### src/rtl/reaction_timer_if.sv
// reaction_timer_if: control/result bundle for the reaction timer.
//   start, stop          : one-cycle pulses, already synchronous to clk
//   delay_ms, timeout_ms : trial parameters, sampled on an accepted start
//   stimulus, busy, done : trial status (done is a one-cycle pulse)
//   early, timed_out     : held result flags
//   reaction_ms, best_ms : held measured time / best valid time
// master = stimulus side (drives start/stop), slave = the timer.
interface reaction_timer_if #(
    parameter int MAX_MS = 5000
) ();
    localparam int W = $clog2(MAX_MS);

    logic         start;
    logic         stop;
    logic [W-1:0] delay_ms;
    logic [W-1:0] timeout_ms;
    logic         stimulus;
    logic         busy;
    logic         done;
    logic         early;
    logic         timed_out;
    logic [W-1:0] reaction_ms;
    logic [W-1:0] best_ms;

    modport master (
        output start, stop, delay_ms, timeout_ms,
        input  stimulus, busy, done, early, timed_out, reaction_ms, best_ms
    );

    modport slave (
        input  start, stop, delay_ms, timeout_ms,
        output stimulus, busy, done, early, timed_out, reaction_ms, best_ms
    );
endinterface

### src/rtl/reaction_timer.sv
// reaction_timer: measures player reaction time in milliseconds.
// A start pulse arms a trial: after delay_ms the stimulus is raised and the
// elapsed time is counted until stop (valid result), or until timeout_ms
// (timed_out). A stop before the stimulus ends the trial as early.
// Ports:
//   clk      : single clock, rising edge
//   reset_n  : asynchronous active-low reset
//   bus      : reaction_timer_if.slave (start/stop/parameters in, results out)
// Optional feature: define REACTION_TIMER_BEST_EN to track the best valid
// reaction time on best_ms; otherwise best_ms is tied to 0.
module reaction_timer #(
    parameter int MAX_MS      = 5000,
    parameter int CLKS_PER_MS = 50000
) (
    input  logic             clk,
    input  logic             reset_n,
    reaction_timer_if.slave  bus
);
    localparam int W  = $clog2(MAX_MS);
    localparam int PW = (CLKS_PER_MS > 1) ? $clog2(CLKS_PER_MS) : 1;

    typedef enum logic [1:0] {IDLE, WAIT, RUN, DONE} state_t;

    state_t        state_q, state_d;
    logic [PW-1:0] presc_q, presc_d;
    logic [W-1:0]  dcnt_q, dcnt_d;
    logic [W-1:0]  elap_q, elap_d;
    logic [W-1:0]  tmo_q, tmo_d;
    logic          early_q, early_d;
    logic          tout_q, tout_d;
    logic [W-1:0]  react_q, react_d;
    logic          stim_q, busy_q, done_q;
    logic          tick;
    logic          valid_stop;

    assign tick = (presc_q == PW'(CLKS_PER_MS - 1));

    always_comb begin
        state_d    = state_q;
        presc_d    = presc_q;
        dcnt_d     = dcnt_q;
        elap_d     = elap_q;
        tmo_d      = tmo_q;
        early_d    = early_q;
        tout_d     = tout_q;
        react_d    = react_q;
        valid_stop = 1'b0;

        // Prescaler only runs while a trial is active.
        if (state_q == WAIT || state_q == RUN)
            presc_d = tick ? '0 : presc_q + PW'(1);

        unique case (state_q)
            IDLE, DONE: begin
                if (bus.start) begin
                    state_d = WAIT;
                    dcnt_d  = bus.delay_ms;
                    tmo_d   = bus.timeout_ms;
                    early_d = 1'b0;
                    tout_d  = 1'b0;
                    react_d = '0;
                    elap_d  = '0;
                    presc_d = '0;
                end
            end
            WAIT: begin
                if (bus.stop) begin
                    state_d = DONE;
                    early_d = 1'b1;
                    react_d = '0;
                    presc_d = '0;
                end else if (dcnt_q == '0 || (tick && dcnt_q == W'(1))) begin
                    // Zero delay falls straight through after one WAIT cycle.
                    state_d = RUN;
                    elap_d  = '0;
                    presc_d = '0;
                end else if (tick) begin
                    dcnt_d = dcnt_q - W'(1);
                end
            end
            RUN: begin
                // stop wins over a same-cycle tick: report the pre-tick value.
                if (bus.stop) begin
                    state_d    = DONE;
                    react_d    = elap_q;
                    valid_stop = 1'b1;
                end else if (elap_q == tmo_q) begin
                    state_d = DONE;
                    tout_d  = 1'b1;
                    react_d = tmo_q;
                end else if (tick && elap_q != W'(MAX_MS - 1)) begin
                    elap_d = elap_q + W'(1);
                end
            end
            default: state_d = IDLE;
        endcase
    end

    // Status outputs are registered from the next state so they line up with
    // state_q; stimulus drops on the same edge that raises done.
    always_ff @(posedge clk or negedge reset_n) begin
        if (!reset_n) begin
            state_q <= IDLE;
            presc_q <= '0;
            dcnt_q  <= '0;
            elap_q  <= '0;
            tmo_q   <= '0;
            early_q <= 1'b0;
            tout_q  <= 1'b0;
            react_q <= '0;
            stim_q  <= 1'b0;
            busy_q  <= 1'b0;
            done_q  <= 1'b0;
        end else begin
            state_q <= state_d;
            presc_q <= presc_d;
            dcnt_q  <= dcnt_d;
            elap_q  <= elap_d;
            tmo_q   <= tmo_d;
            early_q <= early_d;
            tout_q  <= tout_d;
            react_q <= react_d;
            stim_q  <= (state_d == RUN);
            busy_q  <= (state_d == WAIT) || (state_d == RUN);
            done_q  <= (state_d == DONE) && (state_q != DONE);
        end
    end

`ifdef REACTION_TIMER_BEST_EN
    logic [W-1:0] best_q;

    // Only trials ended by a stop in RUN are valid candidates.
    always_ff @(posedge clk or negedge reset_n) begin
        if (!reset_n)
            best_q <= W'(MAX_MS - 1);
        else if (valid_stop && elap_q < best_q)
            best_q <= elap_q;
    end

    assign bus.best_ms = best_q;
`else
    logic unused_valid;
    assign unused_valid = valid_stop;
    assign bus.best_ms  = '0;
`endif

    assign bus.stimulus    = stim_q;
    assign bus.busy        = busy_q;
    assign bus.done        = done_q;
    assign bus.early       = early_q;
    assign bus.timed_out   = tout_q;
    assign bus.reaction_ms = react_q;
endmodule

### src/flat_wrapper.sv
// flat-port wrapper written by rule: the top's interface ports become plain ports
module reaction_timer_flat 
#(
    parameter int MAX_MS      = 5000,
    parameter int CLKS_PER_MS = 50000
)
  (clk, reset_n, bus_start, bus_stop, bus_delay_ms, bus_timeout_ms, bus_stimulus, bus_busy, bus_done, bus_early, bus_timed_out, bus_reaction_ms, bus_best_ms);
  reaction_timer_if #(.MAX_MS(MAX_MS)) bus_i ();
  input  logic clk;
  input  logic reset_n;
  input wire logic [$bits(bus_i.start)-1:0] bus_start;
  input wire logic [$bits(bus_i.stop)-1:0] bus_stop;
  input wire logic [$bits(bus_i.delay_ms)-1:0] bus_delay_ms;
  input wire logic [$bits(bus_i.timeout_ms)-1:0] bus_timeout_ms;
  output wire logic [$bits(bus_i.stimulus)-1:0] bus_stimulus;
  output wire logic [$bits(bus_i.busy)-1:0] bus_busy;
  output wire logic [$bits(bus_i.done)-1:0] bus_done;
  output wire logic [$bits(bus_i.early)-1:0] bus_early;
  output wire logic [$bits(bus_i.timed_out)-1:0] bus_timed_out;
  output wire logic [$bits(bus_i.reaction_ms)-1:0] bus_reaction_ms;
  output wire logic [$bits(bus_i.best_ms)-1:0] bus_best_ms;
  assign bus_i.start = bus_start;
  assign bus_i.stop = bus_stop;
  assign bus_i.delay_ms = bus_delay_ms;
  assign bus_i.timeout_ms = bus_timeout_ms;
  assign bus_stimulus = bus_i.stimulus;
  assign bus_busy = bus_i.busy;
  assign bus_done = bus_i.done;
  assign bus_early = bus_i.early;
  assign bus_timed_out = bus_i.timed_out;
  assign bus_reaction_ms = bus_i.reaction_ms;
  assign bus_best_ms = bus_i.best_ms;
  reaction_timer #(.MAX_MS(MAX_MS), .CLKS_PER_MS(CLKS_PER_MS)) u_core (.clk(clk), .reset_n(reset_n), .bus(bus_i));
endmodule
### config.mk
export PLATFORM = sky130hd
export DESIGN_NAME = reaction_timer_flat
export DESIGN_NICKNAME = d
export VERILOG_FILES = /design/src/rtl/reaction_timer_if.sv /design/src/rtl/reaction_timer.sv /design/src/flat_wrapper.sv
export SDC_FILE = /design/constraint.sdc
export NUM_CORES = 1
export LEC_CHECK = 0
export CAP_MARGIN = 20
export CORE_MARGIN = 5
export CORE_UTILIZATION = 55
export DETAILED_ROUTE_END_ITERATION = 10
export PLACE_DENSITY = 0.8
export SYNTH_ARGS = -nofsm -noshare
export SYNTH_HDL_FRONTEND = slang
export SYNTH_SLANG_ARGS = --single-unit
export TNS_END_PERCENT = 5
### constraint.sdc
create_clock -name clk -period 3.5 [get_ports clk]
set_input_delay 1.05 -clock clk [delete_from_list [all_inputs] [get_ports clk]]
set_output_delay 1.05 -clock clk [all_outputs]
set_load 0.02 [all_outputs]
==> out/metrics.yaml, run 1 <==
status: "completed"
p_switching_w: 0.00155
grt_pass1_wl_um: 16700
fmax_mhz: 330
pwr-share-comb_pct: 46.7
grt_pass1_vias: 3474
drc: 0
place_ws_ns: 0.309
core-area_um2: 7730
cts_resized: 0
crit_path_end_kind: "register"
maxCapViolCount: 0
clock_skew_ns: 0.0167
cts_root_buf: "clkbuf_8"
critical_path_arrival_ns: 3.30
num_vias: 3620
pwr-share-clk_pct: 17.0
ys.flop_type: "dfrtp_1"
design_area_um2: 5070
grt_max_degree: 28
cts_tree: "done"
final_nets: 527
insertion_delay_ns: 0.36
post-dp-hpwl_um: 6990
p_seq_share_pct: 36.3
tightestPinTransition_ns: 0.694
initialDrtViolationCount: 226
layout_common_cells: "dfrtp_1 (75), clkdlybuf4s50_1 (46), nor2_1 (37)"
final_common_cell: "dfrtp_1"
die_width_um: 98.9
crit_type: "register to register"
vias_per_cell: 6.08
yosysSeqAreaShare_pct: 43.2
slew_headroom_pct: 53.7
antenna_found_initial: 0
drive_gt1_share_pct: 14.0
crit_fanout: 19
antenna_cells: 0
path_clk_slew_ns: 0.08
avgSynthCellArea_um2: 9.75
final_hold_viol_count: 0
dieHeight_um: 98.9
yosysTopAreaCellShare_pct: 43.2
netlist_area_um2: 4350
placed_area_um2: 4880
gp_congestion: 0.845
synth_cells: 446
setup_viol: 0
p_leak_nw: 2.12
initial_core_util_pct: 56.3
power_w: 0.00375
p_int_w: 0.00219
reg2regPathDepth: 8
io_pins: 61
dr.pass1.iters: 5
cts_hold_buffers: 0
final_core_util_pct: 65.6
synth_cell_type_count: 55
setup-tns-final_ns: 0
fin_ws_ns: 0.473
dieArea_um2: 9790
final.period_utilization_pct: 86.5
cts_sinks: 75
clockBufferDepth: 2
ir_worst_vdd_v: 0.000355
crit_path_start_kind: "register"
hold_path_depth: 1
ys_warn_count: 0
synth-async-reset-ratio_pct: 100
row_count: 32
cts_buffers: 9
synth_edf_count: 0
sw_frac_of_total_pct: 41.5
maxSlewViolCount: 0
finalWirelength_um: 9990
syn2layout_area_growth_pct: 16.5
hp-class: "register to register"
post-cts-setup-buffer-count: 0
ys_ff_latch: 75
synth_area_leaders: "dfrtp_1 (43%), mux2_2 (6.7%), mux2i_1 (3.5%), a21oi_1 (3.3%), xnor2_1 (3.2%)"
cp.required_ns: 3.77
wl_per_cell_um: 16.8
grt_usage_pct: 20.9
yosys.area.top_type: "dfrtp_1"
grt_overflow: 0
antenna_left: 0
pwr_density_cell_nw_per_um2: 739
io_buffers: 47
htreeDepth: 3
rsz0062_at_grt: "false"
fin_crit_ns: 3.03
## cell families (layout without fill, tap and decap cells)
logic type | Yosys count | after routing | share of synthesized area [%]
AOI/OAI and AO/OA | 98 | 98 | 15.3
xor gates and xnor gates | 24 | 24 | 4.83
adders and majority gates | 9 | 9 | 2.59
buffers and inverters | 52 | 87 | 5.81
DFF | 75 | 75 | 43.2
muxes | 41 | 41 | 10.2
other | 1 | 13 | 0.0862
and+or+nand+nor | 146 | 146 | 18.1
## metal layers
layer	GRT usage [%]	wire length, um	vias to the layer above
met2	32.4	4570	152
met1	29.2	4480	1757
met5	0	0	-
met3	3.89	745	20
li1	-	-	1691
met4	7.88	199	0
## worst max-delay path, stage by stage, from the launching register on
cell     delay [ns]
dfrtp_1        0.39
ha_1           0.18
or4b_4         0.47
nor4_4         0.31
buf_4          0.21
o41ai_1        0.08
o21a_1         0.42
or3_1          0.61
o31ai_2        0.26
## power groups by stage
stage | Clock, W | Combinational (W) | Sequential (W)
after floorplan | 0 | 0.00124 | 0.00137
after global placement | 0 | 0.00168 | 0.00136
after detailed placement | 0 | 0.00174 | 0.00137
after CTS | 0.000648 | 0.00174 | 0.00136
after global routing | 0.000685 | 0.00192 | 0.00140
final | 0.000637 | 0.00175 | 0.00136
## stage by stage
| stage | hold slack (ns) | std cells |
|---|---|---|
| finish | 0.511 | 595 |
| floorplan | 0.487 | 458 |
| detailed placement | 0.495 | 579 |
| global placement | 0.492 | 579 |
| global route | 0.536 | 595 |
| CTS | 0.514 | 595 |
## state kept, by name, summed over array words and instances (netlist names)
signal and flops:
u_core.presc_q 16, u_core.bus.reaction_ms 13, u_core.dcnt_q 13, u_core.elap_q 13, u_core.tmo_q 13, u_core.state_q 2
u_core.bus.busy 1, u_core.bus.done 1, u_core.bus.early 1, u_core.bus.stimulus 1, u_core.bus.timed_out 1
## worst paths after layout
kind / from / endpoint / slack, ns
max: u_core.presc_q[0]$_DFF_PN0_ / u_core.elap_q[6]$_DFFE_PN0P_ / 0.47
min: u_core.bus.reaction_ms[2]$_DFFE_PN0P_ / u_core.bus.reaction_ms[2]$_DFFE_PN0P_ / 0.51
max reg2reg: u_core.presc_q[0]$_DFF_PN0_ / u_core.elap_q[6]$_DFFE_PN0P_ / 0.47
min reg2reg: u_core.bus.reaction_ms[2]$_DFFE_PN0P_ / u_core.bus.reaction_ms[2]$_DFFE_PN0P_ / 0.51
max in group asynchronous: reset_n / u_core.elap_q[2]$_DFFE_PN0P_ / 2.05
min in group asynchronous: reset_n / u_core.bus.done$_DFF_PN0_ / 0.68
## synthesized netlist by cell type (11+ instances only)
master	number
nand2_1	26
xnor2_1	16
nand4_1	11
dfrtp_1	75
o22ai_1	12
buf_4	13
a21oi_1	29
nor2_1	37
clkbuf_1	24
mux2i_1	15
nand3_1	16
mux2_2	26
## area by class of cell
class | instances | area, um2
clock inverter | 5 | 37.5
clock buffer | 11 | 151
fill | 611 | 2660
tap | 102 | 128
inverter | 10 | 37.5
timing repair buffer | 61 | 571
multi-input combinational | 331 | 2260
sequential | 75 | 1880
Note: power is estimated with default switching activity, not from simulation.
==> inputs of run 2 (changes only) <==
--- a/config.mk
+++ b/config.mk
@@ -5,9 +5,11 @@
 export SDC_FILE = /design/constraint.sdc
 export NUM_CORES = 1
 export LEC_CHECK = 0
+export ABC_AREA = 0
 export CAP_MARGIN = 20
 export CORE_MARGIN = 5
 export CORE_UTILIZATION = 55
+export CTS_BUF_LIST = sky130_fd_sc_hd__clkbuf_16
 export DETAILED_ROUTE_END_ITERATION = 10
 export PLACE_DENSITY = 0.8
 export SYNTH_ARGS = -nofsm -noshare
==> run 2 against run 1 <==
  * Hold slack worse by 0.0060 ns
  * Critical path depth unchanged
  * First-iteration DRC count down 11%
  * Maximum frequency up 1.0%
  * Largest power group unchanged
  * Non-clock buffer count unchanged
  * Cell count unchanged
  * Utilization up 1.1 points
  * Cell area up 1.6%
  * Clock skew down 0.011 ns
  * Highest routed layer unchanged
  * Sequential share of layout area down 0.59 points
  * Die area unchanged
  * Clock power up 32%
==> out/metrics.yaml, run 2 (synthesis results as in run 1) <==
status: "completed"  # unchanged
clock_skew_ns: 0.00580  # was 0.0167 ns
placed_cells: 579  # unchanged
cts_resized: 0  # unchanged
gp_congestion: 0.845  # unchanged
drc: 0  # unchanged
crit_type: "register to register"  # unchanged
final_common_cell: "dfrtp_1"  # unchanged
crit_family: "simple AND/OR/NAND/NOR gates"  # unchanged
stdcell_count: 595  # unchanged
row_count: 32  # unchanged
ff_latch_area_um2: 1880  # unchanged
maxSlewViolCount: 0  # unchanged
clockBufferDepth: 2  # unchanged
tightestPinTransition_ns: 0.697  # was 0.694 ns
grt_pass1_vias: 3511  # was 3474
io_buffers: 47  # unchanged
design_area_um2: 5150  # was 5070 um2
path_clk_slew_ns: 0.06  # was 0.08 ns
rsz0062_at_grt: "false"  # unchanged
grt_pass1_wl_um: 17000  # was 16700 um
fmax_mhz: 334  # was 330 MHz
nFillCells: 606  # was 611
holdWs_ns: 0.505  # was 0.511 ns
antenna_found_initial: 0  # unchanged
slew_headroom_pct: 53.5  # was 53.7%
power_w: 0.00396  # was 0.00375 W
crit_fanout: 19  # unchanged
initialDrtViolationCount: 202  # was 226
regMostFlops: "u_core.presc_q"  # unchanged
crit_buf_inv: 1  # unchanged
setup-tns-final_ns: 0  # unchanged
antenna_left: 0  # unchanged
insertion_delay_ns: 0.34  # was 0.36 ns
post-cts-setup-buffer-count: 0  # unchanged
crit_chain: "ha_1 > or4b_4 > nor4_4 > buf_4 > o41ai_1 > o21a_1 > or3_1 > o31ai_2"  # unchanged
critPathMaxStageDelay_ns: 0.61  # about the same
htreeDepth: 3  # unchanged
antenna_cells: 0  # unchanged
grt_overflow: 0  # unchanged
cts_tree: "done"  # unchanged
final_hold_viol_count: 0  # unchanged
dr.pass1.iters: 5  # unchanged
maxCapViolCount: 0  # unchanged
critical_path_arrival_ns: 3.25  # was 3.30 ns
finalWirelength_um: 9970  # was 9990 um
placed_area_um2: 4880  # unchanged
grt_max_degree: 28  # unchanged
largest_reg_flops: 16  # unchanged
cp.required_ns: 3.75  # was 3.77 ns
hp-class: "register to register"  # unchanged
fin_crit_ns: 3.00  # was 3.03 ns
drive_gt1_share_pct: 13.6  # was 14.0%
crit_path_start_kind: "register"  # unchanged
multi_input_area_um2: 2260  # unchanged
layout_common_cells: "dfrtp_1 (75), clkdlybuf4s50_1 (46), nor2_1 (37)"  # unchanged
crit_slowest_cell: "or3_1"  # unchanged
p_leak_nw: 2.16  # was 2.12 nW
dieHeight_um: 98.9  # unchanged
cts_root_buf: "clkbuf_16"  # was clkbuf_8
cts_sinks: 75  # unchanged
cts_buffers: 9  # unchanged
vias_per_cell: 6.00  # was 6.08
pwr_density_cell_nw_per_um2: 768  # was 739 nW/um2
num_vias: 3572  # was 3620
syn2layout_area_growth_pct: 18.4  # was 16.5%
cts_hold_buffers: 0  # unchanged
io_pins: 61  # unchanged
setup_viol: 0  # unchanged
ir_worst_vdd_v: 0.000387  # was 0.000355 V
die_width_um: 98.9  # unchanged
post-dp-hpwl_um: 6990  # unchanged
dieArea_um2: 9790  # unchanged
initial_core_util_pct: 56.3  # unchanged
grt_usage_pct: 21.5  # was 20.9%
core-area_um2: 7730  # unchanged
wl_per_cell_um: 16.8  # about the same
crit_path_end_kind: "register"  # unchanged
final.period_utilization_pct: 85.6  # was 86.5%
final_nets: 527  # unchanged
[run 2: cell types whose count changed in the layout (fill, tap and decap cells not counted)]
cell / previous run / this run
clkbuf_16: 0 / 9
clkbuf_8: 11 / 0
clkinv_1: 0 / 2
[run 2: area by class of cell]
cell class,count,area share [%]
Multi-Input combinational cell,331,44.0
Sequential cell,75,36.5
Timing Repair Buffer,61,11.1
Clock buffer,9,4.38
Tap cell,102,2.48
Clock inverter,7,0.875
Inverter,10,0.729
[run 2: metal layers]
metal	up-vias	track usage, %	part of all wire [%]
met1	1726	29.7	44
met5	-	0	0
met4	0	7.88	1.8
met2	146	33.4	47
li1	1685	-	-
met3	15	4.39	7.2
[run 2: where the power goes]
part | switching (W) | internal (W) | leakage, nW
sequential | 0.000242 | 0.00112 | 0.972
clock | 0.000368 | 0.000476 | 0.126
combinational | 0.000971 | 0.000778 | 1.06
total | 0.00158 | 0.00237 | 2.16
[run 2: stage by stage]
step,utilization [%],setup slack [ns]
after global placement,63.1,0.391
after floorplan,-,0.679
after CTS,66.6,0.489
after detailed placement,63.1,0.309
after global routing,66.6,0.301
final,66.6,0.503
[run 2: worst paths after layout]
| path | end | cells past startpoint | slack (ns) | from |
|---|---|---|---|---|
| setup / recovery | u_core.elap_q[6]$_DFFE_PN0P_ | 8 | 0.50 | u_core.presc_q[0]$_DFF_PN0_ |
| hold / removal | u_core.bus.reaction_ms[11]$_DFFE_PN0P_ | 1 | 0.50 | u_core.bus.reaction_ms[11]$_DFFE_PN0P_ |
| setup reg to reg | u_core.elap_q[6]$_DFFE_PN0P_ | 8 | 0.50 | u_core.presc_q[0]$_DFF_PN0_ |
| hold reg to reg | u_core.bus.reaction_ms[11]$_DFFE_PN0P_ | 1 | 0.50 | u_core.bus.reaction_ms[11]$_DFFE_PN0P_ |
| max in group asynchronous | u_core.elap_q[2]$_DFFE_PN0P_ | 2 | 2.03 | reset_n |
| min in group asynchronous | u_core.dcnt_q[5]$_DFFE_PN0P_ | 1 | 0.71 | reset_n |
